File: config.mk
export PLATFORM = sky130hd
export DESIGN_NAME = res_buf_ctrl
export DESIGN_NICKNAME = d
export VERILOG_FILES = /design/src/rtl/res_buf_ctrl.sv
export SDC_FILE = /design/constraint.sdc
export NUM_CORES = 1
export LEC_CHECK = 0
export BUFFER_PORTS_ARGS = -buffer_cell sky130_fd_sc_hd__buf_2
export CAP_MARGIN = 10
export CORE_MARGIN = 8
export CORE_UTILIZATION = 49
export DETAILED_ROUTE_END_ITERATION = 8
export PLACE_DENSITY = 0.89
export SKIP_LAST_GASP = 1
export SYNTH_ARGS = -nofsm -noshare
export SYNTH_HDL_FRONTEND = slang
export SYNTH_SLANG_ARGS = --single-unit
File: constraint.sdc
create_clock -name clk -period 3.8 [get_ports clk]
set_clock_uncertainty 0.1 [all_clocks]
set_input_delay 0.95 -clock clk [delete_from_list [all_inputs] [get_ports clk]]
set_output_delay 0.95 -clock clk [all_outputs]
set_load 0.02 [all_outputs]
File: src/rtl/res_buf_ctrl.sv
// Result buffer sequencer: round-robin fill from PE streams, then in-order drain.
module res_buf_ctrl #(
  parameter int unsigned BIT_DEPTH  = 8,
  parameter int unsigned ADDR_WIDTH = 10,
  parameter int unsigned DEPTH      = 26,
  parameter int unsigned NUM_REQ    = 4
) (
  input  logic                         clk,
  input  logic                         rst_n,
  input  logic                         start,
  input  logic [NUM_REQ-1:0]           req_valid,
  input  logic [NUM_REQ*BIT_DEPTH-1:0] req_data,
  output logic [NUM_REQ-1:0]           req_ready,
  output logic                         buf_wr_en,
  output logic [ADDR_WIDTH-1:0]        buf_wr_addr,
  output logic [BIT_DEPTH-1:0]         buf_data_in,
  input  logic [BIT_DEPTH-1:0]         buf_data_out,
  output logic                         out_valid,
  output logic [BIT_DEPTH-1:0]         out_data,
  input  logic                         out_ready,
  output logic                         busy,
  output logic                         done
);

  localparam int unsigned RR_W = (NUM_REQ > 1) ? $clog2(NUM_REQ) : 1;
  localparam logic [ADDR_WIDTH-1:0] LAST_ADDR = ADDR_WIDTH'(DEPTH - 1);

  typedef enum logic [1:0] {
    S_IDLE,
    S_FILL,
    S_DRAIN,
    S_DONE
  } state_t;

  state_t                state, state_nxt;
  logic [ADDR_WIDTH-1:0] wr_ptr, wr_ptr_nxt;
  logic [ADDR_WIDTH-1:0] rd_ptr, rd_ptr_nxt;
  logic [RR_W-1:0]       rr_ptr, rr_ptr_nxt;
  logic                  gnt_any;
  logic [RR_W-1:0]       gnt_idx;
  logic [RR_W-1:0]       srch_idx;

  // Round-robin search: first valid requester starting at rr_ptr
  always_comb begin
    gnt_any  = 1'b0;
    gnt_idx  = '0;
    srch_idx = '0;
    for (int unsigned k = 0; k < NUM_REQ; k++) begin
      srch_idx = RR_W'((32'(rr_ptr) + k) % NUM_REQ);
      if (!gnt_any && req_valid[srch_idx]) begin
        gnt_any = 1'b1;
        gnt_idx = srch_idx;
      end
    end
  end

  // State and pointer registers
  always_ff @(posedge clk or negedge rst_n) begin
    if (!rst_n) begin
      state  <= S_IDLE;
      wr_ptr <= '0;
      rd_ptr <= '0;
      rr_ptr <= '0;
    end else begin
      state  <= state_nxt;
      wr_ptr <= wr_ptr_nxt;
      rd_ptr <= rd_ptr_nxt;
      rr_ptr <= rr_ptr_nxt;
    end
  end

  // Next-state, pointer updates and phase-dependent outputs
  always_comb begin
    state_nxt   = state;
    wr_ptr_nxt  = wr_ptr;
    rd_ptr_nxt  = rd_ptr;
    rr_ptr_nxt  = rr_ptr;
    req_ready   = '0;
    buf_wr_en   = 1'b0;
    buf_wr_addr = '0;
    buf_data_in = '0;
    out_valid   = 1'b0;
    out_data    = '0;
    busy        = 1'b0;
    done        = 1'b0;
    case (state)
      S_IDLE: begin
        if (start) begin
          wr_ptr_nxt = '0;
          rr_ptr_nxt = '0;
          state_nxt  = S_FILL;
        end
      end
      S_FILL: begin
        busy        = 1'b1;
        buf_wr_addr = wr_ptr;
        if (gnt_any) begin
          req_ready[gnt_idx] = 1'b1;
          buf_wr_en          = 1'b1;
          buf_data_in        = req_data[32'(gnt_idx) * BIT_DEPTH +: BIT_DEPTH];
          rr_ptr_nxt         = RR_W'((32'(gnt_idx) + 32'd1) % NUM_REQ);
          // Last entry written: pointer stays in range, drain starts from 0
          if (wr_ptr == LAST_ADDR) begin
            rd_ptr_nxt = '0;
            state_nxt  = S_DRAIN;
          end else begin
            wr_ptr_nxt = wr_ptr + ADDR_WIDTH'(1);
          end
        end
      end
      S_DRAIN: begin
        busy        = 1'b1;
        buf_wr_addr = rd_ptr;
        out_valid   = 1'b1;
        out_data    = buf_data_out;
        if (out_ready) begin
          if (rd_ptr == LAST_ADDR) begin
            state_nxt = S_DONE;
          end else begin
            rd_ptr_nxt = rd_ptr + ADDR_WIDTH'(1);
          end
        end
      end
      S_DONE: begin
        done      = 1'b1;
        state_nxt = S_IDLE;
      end
      default: state_nxt = S_IDLE;
    endcase
  end

endmodule

Word level (Yosys, flattened, before mapping)
Index checks and enable logic that the tools add are counted.
- $add $sub $neg: 6
- order comparisons: 6
- equality and inequality tests: 12
- shift-type cells: 1
- multiplexer cells: 47
- reductions and logical operators: 15
- operator list (cell ; number):
    $mux W10 ; 7
    $pmux W10 S2 ; 3
    $shiftx A32 B6 Y8 ; 1
    $mux W8 ; 3
    $mux W2 ; 11
    $add A10 B1 Y10 const B ; 2
    $eq A10 B5 Y1 const B ; 2
    $lt A2 B3 Y1 const B ; 5
    $mux W1 ; 14
    $ne A2 B2 Y1 const B ; 7
    $reduce_and A5 Y1 ; 2
    $bmux W1 S2 ; 4
    $mux W4 ; 2
    $pmux W2 S4 ; 1
    $add A2 B1 Y2 const B ; 2
    $add A2 B2 Y2 const B ; 2
    $eq A2 B2 Y1 const B ; 2
    $logic_and A1 B1 Y1 ; 4
    $pmux W2 S2 ; 1
    $reduce_and A4 Y1 ; 1
    $reduce_bool A2 Y1 ; 2
    $logic_not A1 Y1 ; 3
    $reduce_and A3 Y1 ; 1
    $demux W1 S2 ; 1
    4 further kinds ; 4
- flip-flop bits (word level): 24
- input port bits: 48
- output and inout port bits: 34
- logic and storage cells: 91

Logic depth before layout (Yosys ltp)
- depth after elaboration: 18
- gate-level depth with buffers: 10

Least setup slack after synthesis
OpenSTA, ideal clock, no wires.
- path type: input-to-output
- from: input req_valid[2]
- to: output buf_data_in[6]
- data arrival time: 2605 ps
- required time: 2750 ps
- slack: 145 ps
- stages: 6
- path buffers: 1
- cell sequence: nor2b_1 a221oi_4 nor2_2 buf_2 a211oi_1 a211oi_1
- word-level cells in the longest chain between the ends: 15
- RTL lines (element ; line ; RTL):
    start: declaration ; 11 ; input logic [NUM_REQ-1:0] req_valid,
    $bmux W1 S2 ; 50 ; if (!gnt_any && req_valid[srch_idx]) begin
    $mux W1 (implied by the code) ; 50 ;
    $mux W1 ; 50 ;
    $logic_not A1 Y1 ; 50 ;
    $logic_and A1 B1 Y1 ; 50 ;
    $mux W1 ; 50 ;
    $logic_not A1 Y1 ; 50 ;
    $logic_and A1 B1 Y1 ; 50 ;
    $mux W1 ; 50 ;
    $logic_not A1 Y1 ; 50 ;
    $logic_and A1 B1 Y1 ; 50 ;
    $mux W2 ; 50 ;
    $shiftx A32 B6 Y8 ; 100 ; buf_data_in = req_data[32'(gnt_idx) * BIT_DEPTH +: BIT_DEPTH];
    $mux W8 * ; 97 ; if (gnt_any) begin
    $mux W8 * ; 86 ; case (state)
    end: declaration ; 16 ; output logic [BIT_DEPTH-1:0] buf_data_in,
Every way passes the cells marked *; elsewhere a longest branch is shown, timed or not. The select of a mux whose other input is x is not followed.

Final worst setup path
- from: input req_valid[2]
- to: output req_ready[0]
- word-level cells in the longest chain between the ends: 18
- RTL lines (element ; line ; RTL):
    $bmux W1 S2 ; 50 ;
    $mux W1 (implied by the code) ; 50 ;
    $mux W1 ; 50 ;
    $logic_not A1 Y1 ; 50 ;
    $logic_and A1 B1 Y1 ; 50 ;
    $mux W1 ; 50 ;
    $logic_not A1 Y1 ; 50 ;
    $logic_and A1 B1 Y1 ; 50 ;
    [... 2 more ...] ; - ;
    $logic_and A1 B1 Y1 ; 50 ;
    $mux W2 ; 50 ;
    $lt A2 B3 Y1 (implied by the code) / $ge A2 B1 Y1 (equally long branches) ; 98 ; req_ready[gnt_idx] = 1'b1;
    $logic_and A1 B1 Y1 (implied by the code) ; 98 ;
    $mux W1 (implied by the code) ; 98 ;
    $demux W1 S2 ; 98 ;
    $mux W4 * ; 97 ;
    $mux W4 * ; 86 ;
    end: declaration ; 13 ; output logic [NUM_REQ-1:0] req_ready,
Marks and branches as above.

==> results.md <==
- Routing usage on met2: 0.332
- First-pass GRT wire length: about 10 mm
- Fmax: 0.280 GHz
- Clock buffer depth: 2
- Final Hold Fails: 0
- Power per cell area: 584 nW/um2
- Port bufs: 81
- CTS H-Tree Depth: 1
- Slew @ Worst Pin: ~790 ps
- Met3 Use GR: 0.0372
- # nets final: ~390
- Die area: 6660 um2
- EDFF count, synth: 0
- Synth cell types: 50
- Peak VDD IR: 423 uV
- Rows: 24
- Max Cap Viol: 0
- Final min period: 3570 ps
- Drt pass-1 iters: 4
- Critical path peak fanout: 19
- Global Route Usage Sum: 0.188
- Worst-path cell chain: buf_2 > buf_4 > nand2b_1 > a21o_1 > o221a_2 > inv_1 > ha_1 > and3_1 > buf_2
- Clock root buffer: clkbuf_8
- # diodes: 0
- Final Setup Violations: 0
- Initial DRC Count: around 110
- Status: complete, no violations
- Final Core Density: 0.625
- Core box area: between 4000 and 5000 um2
- Total grt overflow: 0
- End point of the worst hold path: state[1]$_DFFE_PN0P_
- R2R Path Start: wr_ptr[1]$_DFFE_PN0P_
- TritonCTS clock tree: done
- Synthesized instance count: 246
- WL per Instance: 16.9 um
- Post-synth top flop: dfrtp_1
- Flops & latches, synth: 24
- Synth Area per Inst: 8.57 um2
- Initial core utilization: 0.498
- Vias per cell: approximately 5.8
- Worst EP required: 2750 ps
- Vias: between 2000 and 2500
- CTS sink count: 24
- Initial antenna violation count: 0
- Largest net degree at the start of global routing: 27
- Post-synth ARST share: 1.00
- Hold_sp: state[1]$_DFFE_PN0P_
- Synthesis-to-finish area growth: 25.5%
- Setup_tns: 0 ps
- # hold bufs at CTS: 0
- Tcrit/Tclk final: 0.939
- TritonCTS buffer count: 3
- Slowest Stage Delay on Critical Path: 410 ps
- I/O pins: just over 80
- Crit path DAT: 2520 ps
- GR peak layer: met2
- Hold Crit Class: flip-flop to flip-flop
- Synth Net Count: between 300 and 400
- Max Slew Vio Count: 0
- Placer Congestion: 0.855
- Seq/Total Area, Yosys: 0.285
- Die Width: 81.6 um
- Relative slew slack: 0.475
- Clk Latency, worst-skew pair: 280 ps
- Worst-path clk slew: 80 ps
- Worst path top cell family by delay: buffers and inverters
- Most used cell, CP: buf_2
- Routed WL: 6.34 mm
- Reg2Reg Capture Point: rd_ptr[4]$_DFFE_PN0P_
- Final-layout fill cell count: 377
- YS warnings: 0
- Unrepaired setup endpoints after global routing: no
- WP buf/inv: 4
- Mapped Area: approximately 2100 um2
- Static leakage: 1.30 nW
- M1 GR Usage: 0.232
- Remaining DRCs: 0
- Share of layout cells above drive strength 1: 0.309
- DP HPWL: 4.83 mm
- CP endpoint kind: output pin
- Nature of the critical path startpoint: input pin
- Post-route ant nets: 0
- Die extent in y: 81.6 um
- Worst r2r path cells: 7
- Kind of critical path: input pin to output pin
- WHS Path Cells: 1
- Slowest cell on the critical path: o221a_2
- R2R Setup Slk: 1140 ps
- Vias in the first global route: 2117
registers in the layout (all words and copies together) (netlist names):
name,cells
wr_ptr,10
state,2
rd_ptr,10
rr_ptr,2
power by group:
part / internal [W] / leakage (nW) / switching [W]
sequential: 0.000302 / 0.325 / 0.0000677
combinational: 0.000356 / 0.936 / 0.000591
clock: 0.000141 / 0.0357 / 0.0000895
total: 0.000798 / 1.30 / 0.000748
repair_timing:
action	in CTS	in global routing
setup endpoints to repair	6	0
resized for setup	1	0
buffers inserted	0	0
metal layers:
metal	vias to the layer above	share of wire
met1	1038	0.41
met4	0	0.0076
met5	-	0
li1	1063	-
met2	92	0.47
met3	5	0.11
cells by family after synthesis:
kind of cell | count (synthesis) | share of synthesized area
adder cells (fa/ha/maj) | 12 | 0.0712
AND/OR/NAND/NOR | 94 | 0.255
multiplexers | 11 | 0.0534
flip-flops | 24 | 0.285
XOR/XNOR | 8 | 0.0332
buffers and inverters | 22 | 0.0398
AO/OA/AOI/OAI | 75 | 0.262
area by class of cell:
cell class / instances / area [um2] / share of cell area
Clock buffer: 3 / 41.3 / 0.0156
Clock inverter: 1 / 30.0 / 0.0113
Inverter: 10 / 37.5 / 0.0142
Multi-Input combinational cell: 200 / 1430 / 0.540
Sequential cell: 24 / 601 / 0.227
Tap cell: 52 / 65.1 / 0.0246
Timing Repair Buffer: 86 / 443 / 0.167
Yosys cell counts, types with 2 or more instances:
master    instances  area [um2]
dfrtp_1          24         601
a21o_1            2        15.0
o21a_1            8        60.1
and2_1            9        56.3
nand2b_1          5        31.3
ha_1             12         150
o21ai_0           4        20.0
a21boi_0          2        15.0
nor2b_1          10        62.6
nand4_1           5        31.3
and3_1            8        50.1
mux2_2            2        22.5
xor2_1            6        52.6
inv_1             9        33.8
or3_1            10        62.6
o211ai_1          2        15.0
o21ai_1           8        40.0
nand2_1          19        71.3
xnor2_1           2        17.5
and4_1            2        17.5
a211oi_1         16         120
a31oi_1           2        12.5
mux2i_1           9        90.1
a22oi_1           9        67.6
nand3_1           8        40.0
clkbuf_1         10        37.5
nor2_1            9        33.8
a21oi_1          12        60.1
stage by stage:
| step | instances | worst slack, ps | total power, W | hold slack (ps) | instance area [um2] |
|---|---|---|---|---|---|
| 2_1_floorplan | 246 | 145 | 0.00105 | 427 | 2110 |
| 3_3_place_gp | 372 | -46.4 | 0.00129 | 446 | 2570 |
| 3_5_place_dp | 372 | -71.6 | 0.00132 | 465 | 2570 |
| 4_1_cts | 376 | 218 | 0.00155 | 487 | 2650 |
| 5_1_grt | 376 | 72.3 | 0.00167 | 502 | 2650 |
| 6_report | 376 | 233 | 0.00155 | 483 | 2650 |
how the worst max path moves through the flow:
| stage | start | end | depth (start not counted) |
|---|---|---|---|
| finish | req_valid[2] | req_ready[0] | 9 |
| detailed placement | req_valid[1] | buf_data_in[1] | 7 |
| CTS | req_valid[2] | req_ready[0] | 9 |
| global placement | req_valid[1] | buf_data_in[1] | 7 |
| global route | req_valid[1] | req_ready[0] | 8 |
| floorplan | req_valid[2] | buf_data_in[6] | 6 |
cell usage in the layout (no fill, tap or decap), drive strengths merged, types with 10 or more instances in the layout:
cell type,Yosys,layout
a211oi,16,16
ha,12,12
a21oi,12,12
nor2b,10,10
nand2,19,19
nor2,10,10
buf,2,86
dfrtp,24,24
or3,10,10
o21ai,13,13
Power figures use the tool's default switching activity.
